File: src/rtl/ahb_apb_bridge_pkg.sv
// ahb_apb_pkg: shared types, bus encodings and decode helpers for the AHB-to-APB bridge.
//   state_t         : bridge FSM states (3-bit encoding)
//   HTRANS_* / HSIZE_*: AHB-Lite transfer type and size encodings
//   size_align_err  : flags unsupported sizes and misaligned halfword/word addresses
//   write_strobe    : APB PSTRB for a transfer (all zero for reads)
package ahb_apb_pkg;

  typedef enum logic [2:0] {
    IDLE   = 3'd0,
    LATCH  = 3'd1,
    SETUP  = 3'd2,
    ACCESS = 3'd3,
    ERR_1  = 3'd4,
    ERR_2  = 3'd5
  } state_t;

  localparam logic [1:0] HTRANS_IDLE   = 2'b00;
  localparam logic [1:0] HTRANS_BUSY   = 2'b01;
  localparam logic [1:0] HTRANS_NONSEQ = 2'b10;
  localparam logic [1:0] HTRANS_SEQ    = 2'b11;

  localparam logic [2:0] HSIZE_BYTE = 3'd0;
  localparam logic [2:0] HSIZE_HALF = 3'd1;
  localparam logic [2:0] HSIZE_WORD = 3'd2;

  function automatic logic size_align_err(input logic [2:0] hsize, input logic [1:0] addr_lo);
    logic err;
    err = 1'b0;
    case (hsize)
      HSIZE_BYTE: err = 1'b0;
      HSIZE_HALF: err = addr_lo[0];
      HSIZE_WORD: err = (addr_lo != 2'b00);
      default:    err = 1'b1;  // wider than the 32-bit APB data path
    endcase
    return err;
  endfunction

  function automatic logic [3:0] write_strobe(input logic [2:0] hsize, input logic [1:0] addr_lo,
                                              input logic hwrite);
    logic [3:0] strb;
    strb = 4'b0000;
    if (hwrite) begin
      case (hsize)
        HSIZE_BYTE: strb = 4'b0001 << addr_lo;
        HSIZE_HALF: strb = addr_lo[1] ? 4'b1100 : 4'b0011;
        HSIZE_WORD: strb = 4'b1111;
        default:    strb = 4'b0000;
      endcase
    end
    return strb;
  endfunction

endpackage

File: src/rtl/ahb_apb_bridge_if.sv
// ahb_apb_bridge_if: AHB-Lite slave port plus APB4 master port of the bridge.
//   AHB request : hsel, haddr, hwrite, hsize, htrans, hwdata, hready (bus-level)
//   AHB response: hreadyout, hresp, hrdata
//   APB request : paddr, psel (one-hot, NSLV wide), penable, pwrite, pwdata, pstrb
//   APB response: pready, pslverr (per slave), prdata (slave k at bits [32k+31:32k])
// Modport slave is the bridge's view; modport master is the surrounding system's view.
interface ahb_apb_bridge_if #(
  parameter int NSLV = 4
);
  logic                   hsel;
  logic [31:0]            haddr;
  logic                   hwrite;
  logic [2:0]             hsize;
  logic [1:0]             htrans;
  logic [31:0]            hwdata;
  logic                   hready;
  logic                   hreadyout;
  logic                   hresp;
  logic [31:0]            hrdata;

  logic [31:0]            paddr;
  logic [NSLV-1:0]        psel;
  logic                   penable;
  logic                   pwrite;
  logic [31:0]            pwdata;
  logic [3:0]             pstrb;
  logic [NSLV-1:0]        pready;
  logic [NSLV-1:0]        pslverr;
  logic [32*NSLV-1:0]     prdata;

  modport slave (
    input  hsel, haddr, hwrite, hsize, htrans, hwdata, hready,
    output hreadyout, hresp, hrdata,
    output paddr, psel, penable, pwrite, pwdata, pstrb,
    input  pready, pslverr, prdata
  );

  modport master (
    output hsel, haddr, hwrite, hsize, htrans, hwdata, hready,
    input  hreadyout, hresp, hrdata,
    input  paddr, psel, penable, pwrite, pwdata, pstrb,
    output pready, pslverr, prdata
  );
endinterface

File: src/rtl/ahb_apb_bridge_decode.sv
// apb_slave_decode: combinational address/size decode for one AHB address phase.
//   haddr, hsize, hwrite : AHB address-phase attributes
//   idx                  : slave index, haddr[SEL_LSB +: clog2(NSLV)]
//   sel                  : one-hot slave select derived from idx
//   pstrb                : APB write strobes (zero for reads)
//   err                  : decode error (index out of range, bad size or misalignment)
module apb_slave_decode
  import ahb_apb_pkg::*;
#(
  parameter int NSLV    = 4,
  parameter int SEL_LSB = 12,
  localparam int IDXW   = (NSLV > 1) ? $clog2(NSLV) : 1
) (
  input  logic [31:0]     haddr,
  input  logic [2:0]      hsize,
  input  logic            hwrite,
  output logic [IDXW-1:0] idx,
  output logic [NSLV-1:0] sel,
  output logic [3:0]      pstrb,
  output logic            err
);

  // Only the index field and the two lowest bits matter here.
  logic unused_addr_bits;
  assign unused_addr_bits = ^haddr;

  generate
    if (NSLV > 1) begin : g_idx
      assign idx = haddr[SEL_LSB +: IDXW];
    end else begin : g_idx_single
      assign idx = '0;
    end
  endgenerate

  for (genvar gi = 0; gi < NSLV; gi++) begin : g_sel
    assign sel[gi] = (idx == IDXW'(gi));
  end

  assign pstrb = write_strobe(hsize, haddr[1:0], hwrite);
  // The index test only bites when NSLV is not a power of two.
  assign err   = (32'(idx) >= NSLV) || size_align_err(hsize, haddr[1:0]);

endmodule

File: src/rtl/ahb_apb_bridge.sv
// ahb_apb_bridge: AHB-Lite slave converting single NONSEQ transfers into APB4
// transfers to one of NSLV peripherals, wait-stated through a small FSM.
//   clk    : clock, all logic on the rising edge
//   resetn : synchronous active-low reset
//   bus    : ahb_apb_bridge_if.slave (AHB-Lite slave side and APB4 master side)
// Parameters: NSLV slaves, SEL_LSB lowest slave-index address bit, TIMEOUT maximum
// ACCESS cycles before the transfer is aborted with ERROR (0 disables the timeout).
module ahb_apb_bridge
  import ahb_apb_pkg::*;
#(
  parameter int NSLV    = 4,
  parameter int SEL_LSB = 12,
  parameter int TIMEOUT = 255
) (
  input  logic                   clk,
  input  logic                   resetn,
  ahb_apb_bridge_if.slave        bus
);

  localparam int IDXW = (NSLV > 1) ? $clog2(NSLV) : 1;
  localparam int CNTW = (TIMEOUT > 0) ? $clog2(TIMEOUT + 1) : 1;

  state_t          state_reg, state_next;
  logic [CNTW-1:0] cnt_reg, cnt_next;
  logic [31:0]     hrdata_reg, hrdata_next;
  logic [31:0]     addr_reg;
  logic            write_reg;
  logic [IDXW-1:0] idx_reg;
  logic [NSLV-1:0] sel_reg;
  logic [3:0]      strb_reg;
  logic            derr_reg;
  logic [31:0]     pwdata_reg;

  logic [IDXW-1:0] dec_idx;
  logic [NSLV-1:0] dec_sel;
  logic [3:0]      dec_strb;
  logic            dec_err;

  logic            accept;
  logic            sel_pready;
  logic            sel_pslverr;
  logic            timeout_hit;
  logic [31:0]     prdata_arr [NSLV];

  apb_slave_decode #(
    .NSLV    (NSLV),
    .SEL_LSB (SEL_LSB)
  ) u_decode (
    .haddr  (bus.haddr),
    .hsize  (bus.hsize),
    .hwrite (bus.hwrite),
    .idx    (dec_idx),
    .sel    (dec_sel),
    .pstrb  (dec_strb),
    .err    (dec_err)
  );

  for (genvar gi = 0; gi < NSLV; gi++) begin : g_prdata
    assign prdata_arr[gi] = bus.prdata[32*gi +: 32];
  end

  assign accept      = (state_reg == IDLE) && bus.hsel && bus.hready &&
                       (bus.htrans == HTRANS_NONSEQ);
  assign sel_pready  = bus.pready[idx_reg];
  assign sel_pslverr = bus.pslverr[idx_reg];
  // The counter equals the number of ACCESS cycles already completed, so this is
  // true on the TIMEOUT-th ACCESS cycle.
  assign timeout_hit = (TIMEOUT != 0) && (cnt_reg == CNTW'(TIMEOUT - 1));

  always_comb begin
    state_next  = state_reg;
    cnt_next    = cnt_reg;
    hrdata_next = hrdata_reg;
    case (state_reg)
      IDLE: begin
        if (accept) state_next = LATCH;
      end
      LATCH: begin
        if (derr_reg) begin
          state_next = ERR_1;
        end else begin
          state_next = SETUP;
          cnt_next   = '0;
        end
      end
      SETUP: begin
        state_next = ACCESS;
      end
      ACCESS: begin
        if (TIMEOUT != 0) cnt_next = cnt_reg + CNTW'(1);
        if (sel_pready) begin
          // A slave error leaves the previous read data in place.
          if (!write_reg && !sel_pslverr) hrdata_next = prdata_arr[idx_reg];
          state_next = sel_pslverr ? ERR_1 : IDLE;
        end else if (timeout_hit) begin
          state_next = ERR_1;
        end
      end
      ERR_1:   state_next = ERR_2;
      ERR_2:   state_next = IDLE;
      default: state_next = IDLE;
    endcase
  end

  always_ff @(posedge clk) begin
    if (!resetn) begin
      state_reg  <= IDLE;
      cnt_reg    <= '0;
      hrdata_reg <= '0;
      addr_reg   <= '0;
      write_reg  <= 1'b0;
      idx_reg    <= '0;
      sel_reg    <= '0;
      strb_reg   <= '0;
      derr_reg   <= 1'b0;
      pwdata_reg <= '0;
    end else begin
      state_reg  <= state_next;
      cnt_reg    <= cnt_next;
      hrdata_reg <= hrdata_next;
      if (accept) begin
        addr_reg  <= bus.haddr;
        write_reg <= bus.hwrite;
        idx_reg   <= dec_idx;
        sel_reg   <= dec_sel;
        strb_reg  <= dec_strb;
        derr_reg  <= dec_err;
      end
      // Write data arrives in the AHB data phase, one cycle after the address.
      if (state_reg == LATCH) pwdata_reg <= bus.hwdata;
    end
  end

  assign bus.hreadyout = (state_reg == IDLE) || (state_reg == ERR_2);
  assign bus.hresp     = (state_reg == ERR_1) || (state_reg == ERR_2);
  assign bus.hrdata    = hrdata_reg;
  assign bus.psel      = ((state_reg == SETUP) || (state_reg == ACCESS)) ? sel_reg : '0;
  assign bus.penable   = (state_reg == ACCESS);
  assign bus.paddr     = addr_reg;
  assign bus.pwrite    = write_reg;
  assign bus.pwdata    = pwdata_reg;
  assign bus.pstrb     = strb_reg;

endmodule
File: src/flat_wrapper.sv
// flat-port wrapper written by rule: the top's interface ports become plain ports
module ahb_apb_bridge_flat import ahb_apb_pkg::*;
#(
  parameter int NSLV    = 4,
  parameter int SEL_LSB = 12,
  parameter int TIMEOUT = 255
)
  (clk, resetn, bus_hsel, bus_haddr, bus_hwrite, bus_hsize, bus_htrans, bus_hwdata, bus_hready, bus_hreadyout, bus_hresp, bus_hrdata, bus_paddr, bus_psel, bus_penable, bus_pwrite, bus_pwdata, bus_pstrb, bus_pready, bus_pslverr, bus_prdata);
  ahb_apb_bridge_if #(.NSLV(NSLV)) bus_i ();
  input  logic clk;
  input  logic resetn;
  input wire logic [$bits(bus_i.hsel)-1:0] bus_hsel;
  input wire logic [$bits(bus_i.haddr)-1:0] bus_haddr;
  input wire logic [$bits(bus_i.hwrite)-1:0] bus_hwrite;
  input wire logic [$bits(bus_i.hsize)-1:0] bus_hsize;
  input wire logic [$bits(bus_i.htrans)-1:0] bus_htrans;
  input wire logic [$bits(bus_i.hwdata)-1:0] bus_hwdata;
  input wire logic [$bits(bus_i.hready)-1:0] bus_hready;
  output wire logic [$bits(bus_i.hreadyout)-1:0] bus_hreadyout;
  output wire logic [$bits(bus_i.hresp)-1:0] bus_hresp;
  output wire logic [$bits(bus_i.hrdata)-1:0] bus_hrdata;
  output wire logic [$bits(bus_i.paddr)-1:0] bus_paddr;
  output wire logic [$bits(bus_i.psel)-1:0] bus_psel;
  output wire logic [$bits(bus_i.penable)-1:0] bus_penable;
  output wire logic [$bits(bus_i.pwrite)-1:0] bus_pwrite;
  output wire logic [$bits(bus_i.pwdata)-1:0] bus_pwdata;
  output wire logic [$bits(bus_i.pstrb)-1:0] bus_pstrb;
  input wire logic [$bits(bus_i.pready)-1:0] bus_pready;
  input wire logic [$bits(bus_i.pslverr)-1:0] bus_pslverr;
  input wire logic [$bits(bus_i.prdata)-1:0] bus_prdata;
  assign bus_i.hsel = bus_hsel;
  assign bus_i.haddr = bus_haddr;
  assign bus_i.hwrite = bus_hwrite;
  assign bus_i.hsize = bus_hsize;
  assign bus_i.htrans = bus_htrans;
  assign bus_i.hwdata = bus_hwdata;
  assign bus_i.hready = bus_hready;
  assign bus_hreadyout = bus_i.hreadyout;
  assign bus_hresp = bus_i.hresp;
  assign bus_hrdata = bus_i.hrdata;
  assign bus_paddr = bus_i.paddr;
  assign bus_psel = bus_i.psel;
  assign bus_penable = bus_i.penable;
  assign bus_pwrite = bus_i.pwrite;
  assign bus_pwdata = bus_i.pwdata;
  assign bus_pstrb = bus_i.pstrb;
  assign bus_i.pready = bus_pready;
  assign bus_i.pslverr = bus_pslverr;
  assign bus_i.prdata = bus_prdata;
  ahb_apb_bridge #(.NSLV(NSLV), .SEL_LSB(SEL_LSB), .TIMEOUT(TIMEOUT)) u_core (.clk(clk), .resetn(resetn), .bus(bus_i));
endmodule
File: config.mk
export PLATFORM = sky130hd
export DESIGN_NAME = ahb_apb_bridge_flat
export DESIGN_NICKNAME = d
export VERILOG_FILES = /design/src/rtl/ahb_apb_bridge_pkg.sv /design/src/rtl/ahb_apb_bridge_if.sv /design/src/rtl/ahb_apb_bridge_decode.sv /design/src/rtl/ahb_apb_bridge.sv /design/src/flat_wrapper.sv
export SDC_FILE = /design/constraint.sdc
export NUM_CORES = 1
export LEC_CHECK = 0
export BUFFER_PORTS_ARGS = -buffer_cell sky130_fd_sc_hd__buf_2
export CAP_MARGIN = 40
export CORE_MARGIN = 8
export CORE_UTILIZATION = 40
export DETAILED_ROUTE_END_ITERATION = 8
export PLACE_DENSITY = 0.72
export SLEW_MARGIN = 20
export SYNTH_ARGS = -nofsm -noshare
export SYNTH_HDL_FRONTEND = slang
export SYNTH_SLANG_ARGS = --single-unit
File: constraint.sdc
create_clock -name clk -period 3.5 [get_ports clk]
set_input_delay 0.525 -clock clk [delete_from_list [all_inputs] [get_ports clk]]
set_output_delay 0.525 -clock clk [all_outputs]
set_load 0.01 [all_outputs]
==> metrics.md <==
| Metric | Value |
|---|---|
| Max FO, Critical Path | 52 |
| Initial antenna violation count | 1 |
| Placed cell areas | between 7000 and 8000 um2 |
| Commonest non-fill, non-tap cell in the layout | buf_2 |
| Setup slack, reg-to-reg | 1.22 ns |
| Yosys reg bits | 117 |
| Syn Std Cell Area | between 5000 and 6000 um2 |
| Die height | 132 um |
| Worst-case reg-to-reg path depth | 5 |
| Area Overhead vs Synth | 43.0% |
| Worst VDD drop | 364 uV |
| Clock latency at the later pin of the worst-skew pair | ~0.4 ns |
| Hold Fails Final Rpt | 0 |
| Hold Path Origin | bus_hwdata[7] |
| Std-Cell Rows | 42 |
| Drt drc | 0 |
| Post-Synth Adder-Cell Area | 0.462% |
| Antenna Cells | 0 |
| Setup violators final | 0 |
| Post-CTS Setup Bufs | 0 |
| Resized Gates After CTS | 0 |
| Largest net degree at the start of global routing | 67 |
| Ys flop type | dfxtp_1 |
| CTS tree | built |
| Outcome | finished, final reports clean |
| Vias in the first global route | around 5500 |
| Iter 0 DRT Violations | around 230 |
| Hold WS | 0.347 ns |
| Unrepaired setup endpoints after global routing | false |
| Fin area | approximately 7700 um2 |
| Synthesized instance count | between 600 and 700 |
| R2R Path Start | u_core.state_reg[1]$_SDFFE_PN0P_ |
| Commonest non-fill, non-tap cells in the layout | 317 x buf_2, 172 x nand2_1, 115 x dfxtp_1, 81 x a21oi_1, 34 x mux4_2 |
| YS warnings | 0 |
| Largest family of logic cells by synthesized area | simple AND/OR/NAND/NOR gates |
| GRT Resource Usage Total | between 20% and 30% |
| Post-synthesis mux area share | between 10% and 20% |
| CTS root buf | clkbuf_16 |
| GPL Wtd Cong | ~0.86 |
| Mapped Nets | 813 |
| Synth cell types | about 40 |
| WL/cell | about 17 um |
| Critical Path RT | 3.79 ns |
| Ys async rst share | 0% |
| Register area share after synthesis | a little over two fifths |
| WL final | ~19000 um |
| CP Launch Type | register |
| Clk buf depth | 2 |
| Hold Path Sink | u_core.bus.pwdata[7]$_SDFFE_PN0P_ |
| Num CTS Buffers | 17 |
| CTS Sinks | approximately 120 |
| Arrival time of the worst setup path | roughly 2.6 ns |
| Static leakage | around 3.5 nW |
| Core box area | about 13000 um2 |
| Final #Nets | between 1000 and 1500 |
| Starting Density | approximately two fifths |
| Overall power | approximately 3.8 mW |
| Synth Area in Compound Gates | about 15% |
| CTS H-tree lvls | 4 |
| Routed Antenna Nets | 0 |
| Max-cap violation count | 0 |
| Fin crit period | ~2.3 ns |
| Cell Pwr Density | between 400 and 500 nW/um2 |
| EDFF count, synth | 0 |
| Tcrit/Tclk final | between 60% and 70% |
| Layout cells sized above 1 | 48.4% |
| Hold Path Depth | 3 |
| Die area | about 18000 um2 |
| XOR/XNOR Fraction of Synth Area | less than 1% |
| Vias per inst | 5.04 |
| Least-Margin Pin Slew | ~0.81 ns |
| Io pins | between 300 and 400 |
| Crit end category | register |
| Fmax | about 440 MHz |
| Final core occ | around three fifths |
| Worst Path Class, Setup | reg2reg |
| Worst reg2reg path endpoint | u_core.bus.hrdata[18]$_SDFFE_PN0P_ |
| Vias post-DR | roughly 5500 |
| Half-perimeter wire length after placement | 14800 um |
| Worst-path clk slew | 0.06 ns |
| Hold/Removal Path Class | in2reg |
| Syn Area/Cell | around 9 um2 |
| Global-route wire length before repair | just under 30000 um |
| Die width | about 130 um |
| Total grt overflow | 0 |
| Relative slew slack | between 40 and 50% |
| Port bufs | approximately 320 |
| DR pass1 iterations | 4 |
| Setup Skew | ~0.007 ns |
| Synth Area in Simple Gates | a little over a fifth |
| Fin Setup TNS | 0 ns |
| Final Max Slew Viols | 0 |
| Hold-fix buffers, CTS | 0 |
## logic make-up after synthesis
group | count (synthesis)
flip-flops | 117
adder cells (fa/ha/maj) | 2
multiplexers | 36
XOR/XNOR | 2
buffers and inverters | 58
AO/OA/AOI/OAI | 133
AND/OR/NAND/NOR | 253
## how the worst max path moves through the flow
stage                                                start                            endpoint  slack, ns  cells past startpoint
after floorplan             u_core.idx_reg[0]$_SDFFE_PN0P_  u_core.bus.hrdata[23]$_SDFFE_PN0P_       1.47                      7
after global placement                      bus_pslverr[3]  u_core.bus.hrdata[21]$_SDFFE_PN0P_       1.06                      5
after detailed placement                    bus_pslverr[3]  u_core.bus.hrdata[19]$_SDFFE_PN0P_       1.13                      6
after CTS                 u_core.state_reg[1]$_SDFFE_PN0P_  u_core.bus.hrdata[18]$_SDFFE_PN0P_       1.25                      5
after global routing      u_core.state_reg[1]$_SDFFE_PN0P_  u_core.bus.hrdata[18]$_SDFFE_PN0P_       1.07                      5
final                     u_core.state_reg[1]$_SDFFE_PN0P_  u_core.bus.hrdata[18]$_SDFFE_PN0P_       1.22                      5
## layout make-up
cell class	instances	area, um2
well taps	176	220
clock inverters	11	180
flip-flops and latches	117	2340
clock buffers	21	450
fillers	1246	5500
repair buffers	326	1710
multi-input cells	426	2800
inverters	9	33.8
## worst max-delay path, cell delays in order (launching register included)
cell and delay (ns):
dfxtp_1 0.54, nand3b_1 0.34, or4b_4 0.77, buf_16 0.26
nand3_1 0.15, o21ai_2 0.07
## synthesized netlist by cell type (all sizes together) (2+ instances only)
library cell  number  area (um2)
nand2            172         646
dfxtp            117        2340
a21oi             81         405
o21ai             39         315
clkbuf            37         139
mux4              34         766
nand3             34         210
nor2              16        60.1
buf               12         109
inv                9        33.8
nand3b             6        45.0
or3                5        31.3
and2               4        25.0
nor3b              3        22.5
a211oi             2        15.0
a31oi              2        12.5
a32oi              2        17.5
ha                 2        25.0
mux2               2        22.5
nor3               2        10.0
nor4               2        12.5
o21a               2        15.0
or4b               2        20.0
xor2               2        17.5
## report_power, final
| part | switching [mW] | internal [mW] | total [mW] | leakage, nW |
|---|---|---|---|---|
| registers | 0.0397 | 1.39 | 1.43 | 0.946 |
| logic | 0.284 | 0.244 | 0.528 | 2.21 |
| clock network | 0.584 | 1.27 | 1.86 | 0.314 |
| total | 0.908 | 2.91 | 3.82 | 3.47 |
## metrics by stage
| stage | worst slack [ns] | cells |
|---|---|---|
| after CTS | 1.25 | 1084 |
| after global placement | 1.06 | 1051 |
| after floorplan | 1.47 | 601 |
| final | 1.22 | 1086 |
| after detailed placement | 1.13 | 1052 |
| after global routing | 1.07 | 1086 |
## metal layers
metal / vias to the layer above / wire, um / global-route usage [%]
met5: - / 13 / 0
met4: 2 / 329 / 8.14
met3: 26 / 1760 / 8.69
met2: 214 / 9420 / 36.3
met1: 2536 / 7450 / 23.1
li1: 2694 / - / -
(Power assumes the default switching activity.)
